File: src/rtl/iso7816_pkg.sv
// Shared ISO7816 receive-path definitions: stored entry layout and the
// capture FSM state encoding.
package iso7816_pkg;

    localparam int RX_ENTRY_W  = 9;
    localparam int RX_FERR_BIT = 8;

    typedef enum logic {
        CAP_WAIT = 1'b0,
        CAP_ACK  = 1'b1
    } cap_state_t;

endpackage

File: src/rtl/iso7816_sync_fifo.sv
// Synchronous FIFO with wrap-bit pointers and a show-ahead read port.
// A push while full is accepted only when a pop frees the head on the same edge.
module iso7816_sync_fifo #(
    parameter int WIDTH      = 9,
    parameter int DEPTH_LOG2 = 3
) (
    input  logic                  clk,
    input  logic                  nReset,
    input  logic                  push,
    input  logic [WIDTH-1:0]      push_data,
    input  logic                  pop,
    output logic [WIDTH-1:0]      pop_data,
    output logic                  full,
    output logic                  empty,
    output logic [DEPTH_LOG2:0]   level
);

    localparam int DEPTH = 1 << DEPTH_LOG2;

    logic [WIDTH-1:0]    mem [DEPTH];
    logic [DEPTH_LOG2:0] wr_ptr;
    logic [DEPTH_LOG2:0] rd_ptr;
    logic                wr_en;
    logic                rd_en;

    assign empty = (wr_ptr == rd_ptr);
    assign full  = (wr_ptr[DEPTH_LOG2] != rd_ptr[DEPTH_LOG2]) &&
                   (wr_ptr[DEPTH_LOG2-1:0] == rd_ptr[DEPTH_LOG2-1:0]);
    assign rd_en = pop & ~empty;
    assign wr_en = push & (~full | rd_en);
    assign level = wr_ptr - rd_ptr;

    // At full, the write slot is the head slot; the head is consumed on this same edge.
    assign pop_data = mem[rd_ptr[DEPTH_LOG2-1:0]];

    always_ff @(posedge clk or negedge nReset) begin
        if (!nReset) begin
            wr_ptr <= '0;
            rd_ptr <= '0;
        end else begin
            if (wr_en) wr_ptr <= wr_ptr + 1'b1;
            if (rd_en) rd_ptr <= rd_ptr + 1'b1;
        end
    end

    always_ff @(posedge clk) begin
        if (wr_en) mem[wr_ptr[DEPTH_LOG2-1:0]] <= push_data;
    end

endmodule

File: src/rtl/rx_char_buffer.sv
// Receive character buffer between the ISO7816 RxCore and the host: acks each
// character, queues {frameErr,data}, and keeps error counters plus a sticky overflow flag.
module rx_char_buffer
    import iso7816_pkg::*;
#(
    parameter int DEPTH_LOG2 = 3,
    parameter int CNT_WIDTH  = 8
) (
    input  logic                  clk,
    input  logic                  nReset,
    input  logic [7:0]            rxData,
    input  logic                  rxDataReady,
    input  logic                  rxFrameError,
    input  logic                  rxOverrunError,
    output logic                  rxAck,
    input  logic                  dropErrored,
    output logic [7:0]            outData,
    output logic                  outFrameErr,
    output logic                  outValid,
    input  logic                  outReady,
    output logic [DEPTH_LOG2:0]   level,
    output logic                  fifoOverflow,
    output logic [CNT_WIDTH-1:0]  frameErrCount,
    output logic [CNT_WIDTH-1:0]  overrunCount,
    input  logic                  clearStatus
);

    cap_state_t               state_q, state_d;
    logic                     capture;
    logic                     push_req;
    logic                     pop;
    logic                     full;
    logic                     empty;
    logic                     overflow_evt;
    logic                     ovr_prev;
    logic [RX_ENTRY_W-1:0]    head;

    always_ff @(posedge clk or negedge nReset) begin
        if (!nReset) state_q <= CAP_WAIT;
        else         state_q <= state_d;
    end

    // Flags are ignored in ACK: RxCore drops them on the edge that sees rxAck.
    always_comb begin
        state_d = state_q;
        capture = 1'b0;
        case (state_q)
            CAP_WAIT: begin
                if (rxDataReady | rxFrameError) begin
                    capture = 1'b1;
                    state_d = CAP_ACK;
                end
            end
            CAP_ACK:  state_d = CAP_WAIT;
            default:  state_d = CAP_WAIT;
        endcase
    end

    assign rxAck        = (state_q == CAP_ACK);
    assign push_req     = capture & ~(rxFrameError & dropErrored);
    assign pop          = outValid & outReady;
    assign overflow_evt = push_req & full & ~pop;

    iso7816_sync_fifo #(
        .WIDTH      (RX_ENTRY_W),
        .DEPTH_LOG2 (DEPTH_LOG2)
    ) u_fifo (
        .clk       (clk),
        .nReset    (nReset),
        .push      (push_req),
        .push_data ({rxFrameError, rxData}),
        .pop       (pop),
        .pop_data  (head),
        .full      (full),
        .empty     (empty),
        .level     (level)
    );

    assign outValid    = ~empty;
    assign outData     = head[7:0];
    assign outFrameErr = head[RX_FERR_BIT];

    always_ff @(posedge clk or negedge nReset) begin
        if (!nReset) ovr_prev <= 1'b0;
        else         ovr_prev <= rxOverrunError;
    end

    // clearStatus has priority; a coincident increment or overflow is discarded.
    always_ff @(posedge clk or negedge nReset) begin
        if (!nReset) begin
            frameErrCount <= '0;
            overrunCount  <= '0;
            fifoOverflow  <= 1'b0;
        end else if (clearStatus) begin
            frameErrCount <= '0;
            overrunCount  <= '0;
            fifoOverflow  <= 1'b0;
        end else begin
            if (capture && rxFrameError && (frameErrCount != '1))
                frameErrCount <= frameErrCount + CNT_WIDTH'(1);
            if (rxOverrunError && !ovr_prev && (overrunCount != '1))
                overrunCount <= overrunCount + CNT_WIDTH'(1);
            if (overflow_evt)
                fifoOverflow <= 1'b1;
        end
    end

endmodule

File: config.mk
export PLATFORM = sky130hd
export DESIGN_NAME = rx_char_buffer
export DESIGN_NICKNAME = d
export VERILOG_FILES = /design/src/rtl/iso7816_pkg.sv /design/src/rtl/iso7816_sync_fifo.sv /design/src/rtl/rx_char_buffer.sv
export SDC_FILE = /design/constraint.sdc
export NUM_CORES = 1
export LEC_CHECK = 0
export CELL_PAD_IN_SITES_DETAIL_PLACEMENT = 0
export CELL_PAD_IN_SITES_GLOBAL_PLACEMENT = 1
export CORE_UTILIZATION = 45
export DETAILED_ROUTE_END_ITERATION = 10
export DONT_BUFFER_PORTS = 1
export PLACE_DENSITY_LB_ADDON = 0.1
export SKIP_CTS_REPAIR_TIMING = 1
export SLEW_MARGIN = 30
export SYNTH_ARGS = -nofsm -noshare
export SYNTH_HDL_FRONTEND = slang
export SYNTH_SLANG_ARGS = --single-unit
File: constraint.sdc
create_clock -name clk -period 7.1 [get_ports clk]
set_input_delay 1.065 -clock clk [delete_from_list [all_inputs] [get_ports clk]]
set_output_delay 1.065 -clock clk [all_outputs]
set_load 0.005 [all_outputs]
==> results of run 1 <==
## routing by layer
metal  routed length [microns]  global-route usage
met3                       427              0.0631
met5                         0                   0
met2                      3890               0.296
met1                      3410               0.220
met4                       136              0.0608
## Yosys cell counts
library cell  instances  area (sq um)
a2111oi_2             1          15.0
a21boi_4              1          18.8
a21o_1                1          7.51
a21oi_1               7          35.0
and2_1                1          6.26
and2b_2               1          8.76
and3_1                3          18.8
and4_1                1          8.76
buf_1                 1          3.75
buf_2                 2          10.0
clkbuf_1              4          15.0
clkinv_1              1          3.75
dfrtp_1              27           676
edfxtp_1             72          2160
fa_1                  1          20.0
ha_1                  7          87.6
inv_1                 7          26.3
mux2_1                1          11.3
mux2_2                1          11.3
mux2i_1               3          30.0
mux4_2               18           405
nand2_1              36           135
nand2_4               1          11.3
nand2b_1              2          12.5
nand3_1               7          35.0
nand3b_1              1          7.51
nand4_1               5          31.3
nor2_1               14          52.6
nor2b_1               1          6.26
nor3_1                5          25.0
nor3b_1               1          7.51
nor4_1                1          6.26
nor4b_4               1          23.8
o211ai_1              3          22.5
o21ai_0               5          25.0
o21ai_2               1          8.76
o21ba_2               1          10.0
o31ai_1               1          7.51
or3_1                 4          25.0
or3_4                 1          11.3
or4_1                 1          7.51
xnor2_1               9          78.8
xor2_1                8          70.1
## worst paths after layout
path                            slack, ps        startpoint               end
worst max-delay path                 3750  u_fifo.rd_ptr[2]          level[3]
worst min-delay path                  390            nReset   overrunCount[1]
worst max register to register       4030  u_fifo.rd_ptr[2]  u_fifo.mem[3][0]
worst min register to register        490  u_fifo.wr_ptr[3]  u_fifo.wr_ptr[3]
max in group asynchronous            6620            nReset  u_fifo.rd_ptr[1]
min in group clk                      490  u_fifo.wr_ptr[3]  u_fifo.wr_ptr[3]
## report_power, final
part           leakage, uW  switching, uW  internal, uW
logic             0.000521            229           215
registers          0.00100           90.5           694
clock network    0.0000911            184           138
## critical path: cells and delay by family (launching register included)
family                   cells  cell delay (ps)
adder cells (fa/ha/maj)      1              480
AO/OA/AOI/OAI                1              170
flip-flops                   1              660
XOR/XNOR                     1              170
buffers and inverters        1              460
## cell families after synthesis
family | after synthesis | share of synthesized area
mux | 23 | 0.109
fa+ha+maj | 8 | 0.0256
simple gates | 87 | 0.105
flops | 99 | 0.675
xor+xnor | 17 | 0.0354
compound gates | 21 | 0.0357
buf+inv | 15 | 0.0140
## state kept, by name, indices dropped and copies added (netlist names)
signal / cells
fifoOverflow: 1
frameErrCount: 8
overrunCount: 8
ovr_prev: 1
rxAck: 1
u_fifo.mem: 72
u_fifo.rd_ptr: 4
u_fifo.wr_ptr: 4
## cell type report
cell class | count | area, sq um | area share
Tap cell | 108 | 135 | 0.0298
Inverter | 8 | 30.0 | 0.00662
Clock buffer | 12 | 145 | 0.0320
Clock inverter | 4 | 25.0 | 0.00552
Timing Repair Buffer | 5 | 37.5 | 0.00828
Multi-Input combinational cell | 156 | 1320 | 0.292
Sequential cell | 99 | 2840 | 0.626
## through the flow
stage	hold slack, ps	setup slack [ps]	cell area (sq um)
2_1_floorplan	462	4260	4200
3_3_place_gp	474	3910	4350
3_5_place_dp	478	3820	4360
4_1_cts	373	3650	4530
5_1_grt	357	3550	4530
6_report	395	3750	4530
==> metrics.txt, run 1 <==
status finished clean; Hold/Removal Path Class primary input to asynchronous set/reset pin; first-pass GRT wire length 12.8 mm; initial antenna violation count 0; setup TNS 0 ps; period utilization 0.472; DP HPWL 5.12 mm; Die W 98.6 microns; DRT Wirelength 7.86 mm; most common library cell in the layout ignoring fill and taps edfxtp_1; yosys warns 0; Max stage delay on crit path 660 ps; Tot Pwr 1550 uW; Mapped Area 0.00420 sq mm; share of layout cells above drive strength 1 0.173; nets 303; Max Freq 298 MHz; Critical Path Source Type flop; RSZ-0062 raised after global routing false; # H-tree levels 3; worst vdd ir 0.000167 V; RD Place Congestion 0.755; # fillers 759; most frequent cells in the layout 72 x edfxtp_1, 36 x nand2_1, 26 x dfrtp_1; largest net degree at the start of global routing 28; Syn Nets 294; slew margin rel. 0.394; n_diodes 0; die area 0.00973 sq mm; worst-margin pin slew 906 ps; register area share after synthesis 0.675; # IOs 48; Vias 2243; R2R cell count 6; placed cells 376; Worst Setup End Kind primary output; final hold violation count 0; cells along the critical path clkinv_1 -> ha_1 -> a21oi_1 -> xnor2_1; Worst EP arrival 2290 ps; DR pass1 iterations 4; Mapped Cells 270; clk_lat worst skew 350 ps; post-route ant nets 0; CTS tree yes; Port-buffer cells 0; Initial Utilization 0.473; Die Y 98.6 microns; Worst Path Max Fanout 12; Crit path required time 6030 ps; Tot GR Track Use 0.179; Worst Path Class, Setup flop to primary output; Yosys cell types 43; fin util 0.510; max cap viols 0; Syn Area/Cell 15.6 sq um; CTS Buffer Depth 2; vias in the first global route 2371; DRC 0; P_leak 0.00162 uW; Max Slew Vio Count 0; initial drt markers 59; CTS root buffer clkbuf_8; post-DR wirelength/cell 20.0 microns; row cnt 34; Area Overhead vs Synth 7.92%; Setup Viol. Count Final 0; Yosys reg bits 99; gr ovfl total 0; Slowest cell on crit path dfrtp_1; Final Critical Period 3350 ps; core area 0.00889 sq mm; clk sink count 99; Finished Layout Cells 392; P per Cell Area 342 mW/mm^2; clock transition at the registers of the reported paths 90 ps; Num CTS Buffers 9; skew final 8.73 ps; via/cell ratio 5.72
Note: power is estimated with default switching activity, not from simulation.
==> run 2: changes to the inputs <==
clock period = 3 ns   (was 7.1 ns; I/O delays follow)
==> metrics.txt, run 2 (synthesis results as in run 1) <==
status finished clean; CTS root buffer clkbuf_8; Port-buffer cells 0; Worst Setup End Kind flop; RSZ-0062 raised after global routing false; Tot GR Track Use 0.176; setup TNS 0 ps; R2R cell count 7; slew margin rel. 0.450; Critical R2R Capture u_fifo.mem[2][3]; final hold violation count 0; hold depth 0; most frequent cells in the layout 72 x edfxtp_1, 36 x nand2_1, 27 x dfrtp_1; RD Place Congestion 0.739; CTS tree yes; Placement Setup Slack 626 ps; DRC 0; Max Freq 422 MHz; largest net degree at the start of global routing 28; n_diodes 0; Worst Hold Path EP ovr_prev; DRT Wirelength 7.81 mm; max cap viols 0; worst vdd ir 0.000331 V; post-route ant nets 0; row cnt 34; share of layout cells above drive strength 1 0.172; Worst EP arrival 2430 ps; # H-tree levels 3; Max Slew Vio Count 0; R2R Setup Slk 630 ps; Final Critical Period 2370 ps; P per Cell Area 812 mW/mm^2; gr ovfl total 0; via/cell ratio 5.56; period utilization 0.790; vias in the first global route 2385; Initial Utilization 0.473; worst-margin pin slew 821 ps; CTS Buffer Depth 2; Final Worst Setup Slack 631 ps; clock transition at the registers of the reported paths 80 ps; Critical Path Source Type flop; Worst Path Max Fanout 7; skew final 7.94 ps; Crit path required time 3060 ps; Hold Crit Start rxOverrunError; initial drt markers 60; clk sink count 99; Die W 98.6 microns; first-pass GRT wire length 12.6 mm; core area 0.00889 sq mm; # IOs 48; clk_lat worst skew 350 ps; Die Y 98.6 microns; max reg flops 72; Area Overhead vs Synth 9.32%; R2R Path Start u_fifo.wr_ptr[0]; post-DR wirelength/cell 19.6 microns; nets 310; Setup Viol. Count Final 0; initial antenna violation count 0; Vias 2213; Hold/Removal Path Class primary input to flop; Num CTS Buffers 9; P_leak 0.00165 uW; DR pass1 iterations 4; most common library cell in the layout ignoring fill and taps edfxtp_1; die area 0.00973 sq mm; Worst Path Class, Setup flop to flop; DP HPWL 5.26 mm
==> run 2: changes by cell type in the layout (fill, tap and decap cells not counted), sizes merged <==
cell,before,now
buf,5,11
inv,9,7
bufinv,0,1
clkbuf,12,11
clkinvlp,0,1
dlygate4sd3,0,1
==> run 2: worst max path at each step <==
| stage | startpoint | end | slack (ps) | cells past startpoint |
|---|---|---|---|---|
| 2_1_floorplan | u_fifo.rd_ptr[1] | u_fifo.mem[0][0] | 260 | 7 |
| 3_3_place_gp | u_fifo.wr_ptr[0] | u_fifo.mem[2][1] | 630 | 7 |
| 3_5_place_dp | u_fifo.wr_ptr[0] | u_fifo.mem[2][6] | 630 | 7 |
| 4_1_cts | u_fifo.wr_ptr[0] | u_fifo.mem[2][3] | 610 | 7 |
| 5_1_grt | u_fifo.wr_ptr[0] | u_fifo.mem[2][5] | 460 | 7 |
| 6_report | u_fifo.wr_ptr[0] | u_fifo.mem[2][3] | 630 | 7 |
==> run 2: metrics by stage <==
stage               area [sq um]  hold slack (ps)  total power [uW]  utilization  cells
global route                4590             95.6              3980        0.517    398
detailed placement          4390              155              3000        0.494    381
finish                      4590              123              3730        0.517    398
CTS                         4560             -239              3790        0.513    396
global placement            4390              155              2980        0.494    381
floorplan                   4200              154              2680            -    270
==> run 2: cell type report <==
| class | instances | area [sq um] |
|---|---|---|
| Fill cell | 742 | 4300 |
| Multi-Input combinational cell | 156 | 1310 |
| Clock inverter | 4 | 42.5 |
| Inverter | 8 | 30.0 |
| Timing Repair Buffer | 12 | 105 |
| Tap cell | 108 | 135 |
| Sequential cell | 99 | 2840 |
| Clock buffer | 11 | 131 |
==> run 2: power by group <==
part / total [uW] / switching [uW] / internal [uW]
Combinational: 1200 / 665 / 539
Clock: 788 / 413 / 375
Sequential: 1740 / 96.0 / 1640
Total: 3730 / 1170 / 2560
==> run 2: worst max-delay path, cell delays in order, from the launching register on <==
cell and delay (ps):
dfrtp_1 470, inv_1 100, ha_1 320, nand3_1 120, or3_4 150, nand3_1 110
nor3_1 550, buf_4 270
==> run 2: per-layer routing <==
metal / global-route usage / vias up / wire, microns
met2: 0.313 / 48 / 4050
met1: 0.202 / 1110 / 3230
li1: - / 1043 / -
met5: 0 / - / 0
met4: 0.0563 / 0 / 117
met3: 0.0574 / 12 / 416
==> run 3: changes to the inputs <==
clock period = 2.4 ns   (was 3 ns; I/O delays follow)
==> metrics.txt, run 3 (synthesis results as in run 1) <==
die area 0.00973 sq mm; Worst EP arrival 2270 ps; Worst Hold Path EP frameErrCount[5]; cells along the critical path clkinv_1 -> ha_1 -> nand3_1 -> or3_4 -> nand3_1 -> nor2_1; Tot Pwr 4830 uW; nets 314; worst-margin pin slew 865 ps; R2R cell count 6; Worst Setup End Kind flop; DP HPWL 5.26 mm; status finished clean; Die Y 98.6 microns; CTS root buffer clkbuf_8; first-pass GRT wire length 12.6 mm; Hold/Removal Path Class primary input to flop; CTS Buffer Depth 2; row cnt 34; post-DR wirelength/cell 19.4 microns; hold depth 1; Area Overhead vs Synth 10.8%; clock transition at the registers of the reported paths 100 ps; Setup Viol. Count Final 0; Slowest cell on crit path nor2_1; initial drt markers 79; period utilization 0.952; via/cell ratio 5.67; skew final 11.5 ps; Final Critical Period 2280 ps; Crit path required time 2390 ps; RD Place Congestion 0.771; Initial Utilization 0.473; DR pass1 iterations 4; Worst Path Max Fanout 9; largest net degree at the start of global routing 28; Hold Crit Start clearStatus; share of layout cells above drive strength 1 0.200; R2R Path Start u_fifo.rd_ptr[2]; # H-tree levels 3; final hold violation count 0; worst vdd ir 0.000454 V; core area 0.00889 sq mm; P_leak 0.00168 uW; fin util 0.524; Critical R2R Capture u_fifo.mem[6][6]; most common library cell in the layout ignoring fill and taps edfxtp_1; global routing's busiest layer met2; Worst Path Class, Setup flop to flop; # IOs 48; Max stage delay on crit path 700 ps; GRT met2 Usage 0.304; Critical Path Source Type flop; RSZ-0062 raised after global routing true; R2R Setup Slk 120 ps; most frequent cells in the layout 72 x edfxtp_1, 36 x nand2_1, 27 x dfrtp_1; Die W 98.6 microns; DRC 0; Max Slew Vio Count 0; vias in the first global route 2433; slew margin rel. 0.421; CTS tree yes; P per Cell Area 1040 mW/mm^2; clk_lat worst skew 360 ps; most used cell, CP nand3_1; max cap viols 0; Max Freq 438 MHz; Port-buffer cells 0; Vias 2283; clk sink count 99; Tot GR Track Use 0.176; DRT Wirelength 7.84 mm; gr ovfl total 0; max reg flops 72; Global Route met1 Usage 0.210; initial antenna violation count 0; met3 GRT Util 0.0418; n_diodes 0; Num CTS Buffers 9; post-route ant nets 0
[run 3: layout make-up]
class | instances | area [sq um]
clock inverters | 7 | 75.1
repair buffers | 16 | 138
well taps | 108 | 135
multi-input cells | 156 | 1320
inverters | 8 | 30.0
fillers | 744 | 4240
clock buffers | 9 | 124
flip-flops and latches | 99 | 2840
[run 3: through the flow]
step | TNS [ps] | setup slack [ps] | area (sq um) | instances | hold slack (ps)
after global routing | -354 | -33.1 | 4660 | 403 | 19.5
final | 0 | 116 | 4660 | 403 | 43.5
after CTS | 0 | 104 | 4620 | 400 | -340
after detailed placement | 0 | 115 | 4420 | 384 | 65.1
after floorplan | -2860 | -118 | 4210 | 270 | 64.4
after global placement | 0 | 167 | 4420 | 384 | 64.9
[run 3: worst max path at each step]
| stage | depth (start not counted) | to | slack, ps | startpoint |
|---|---|---|---|---|
| floorplan | 7 | u_fifo.mem[4][0] | -120 | u_fifo.rd_ptr[1] |
| global route | 6 | u_fifo.mem[6][2] | -30 | u_fifo.rd_ptr[2] |
| detailed placement | 6 | u_fifo.mem[6][3] | 110 | u_fifo.rd_ptr[2] |
| global placement | 6 | u_fifo.mem[6][3] | 170 | u_fifo.rd_ptr[2] |
| CTS | 6 | u_fifo.mem[6][2] | 100 | u_fifo.rd_ptr[2] |
| finish | 6 | u_fifo.mem[6][6] | 120 | u_fifo.rd_ptr[2] |
[run 3: per-layer routing]
layer	vias to the layer above	routed length [microns]	share of wire
li1	1058	-	-
met1	1149	3230	0.41
met2	61	4020	0.51
met3	15	397	0.051
met4	0	185	0.024
met5	-	0	0
[run 3: worst max-delay path: cells and delay by family, from the launching register on]
| kind | cells | cell delay, ps |
|---|---|---|
| fa+ha+maj | 1 | 350 |
| simple gates | 4 | 1110 |
| buf+inv | 1 | 90 |
| flops | 1 | 360 |
[run 3: where the power goes]
part	switching, uW	leakage, uW	internal (uW)
logic	899	0.000578	727
clock network	587	0.0000975	489
registers	75.7	0.00100	2050
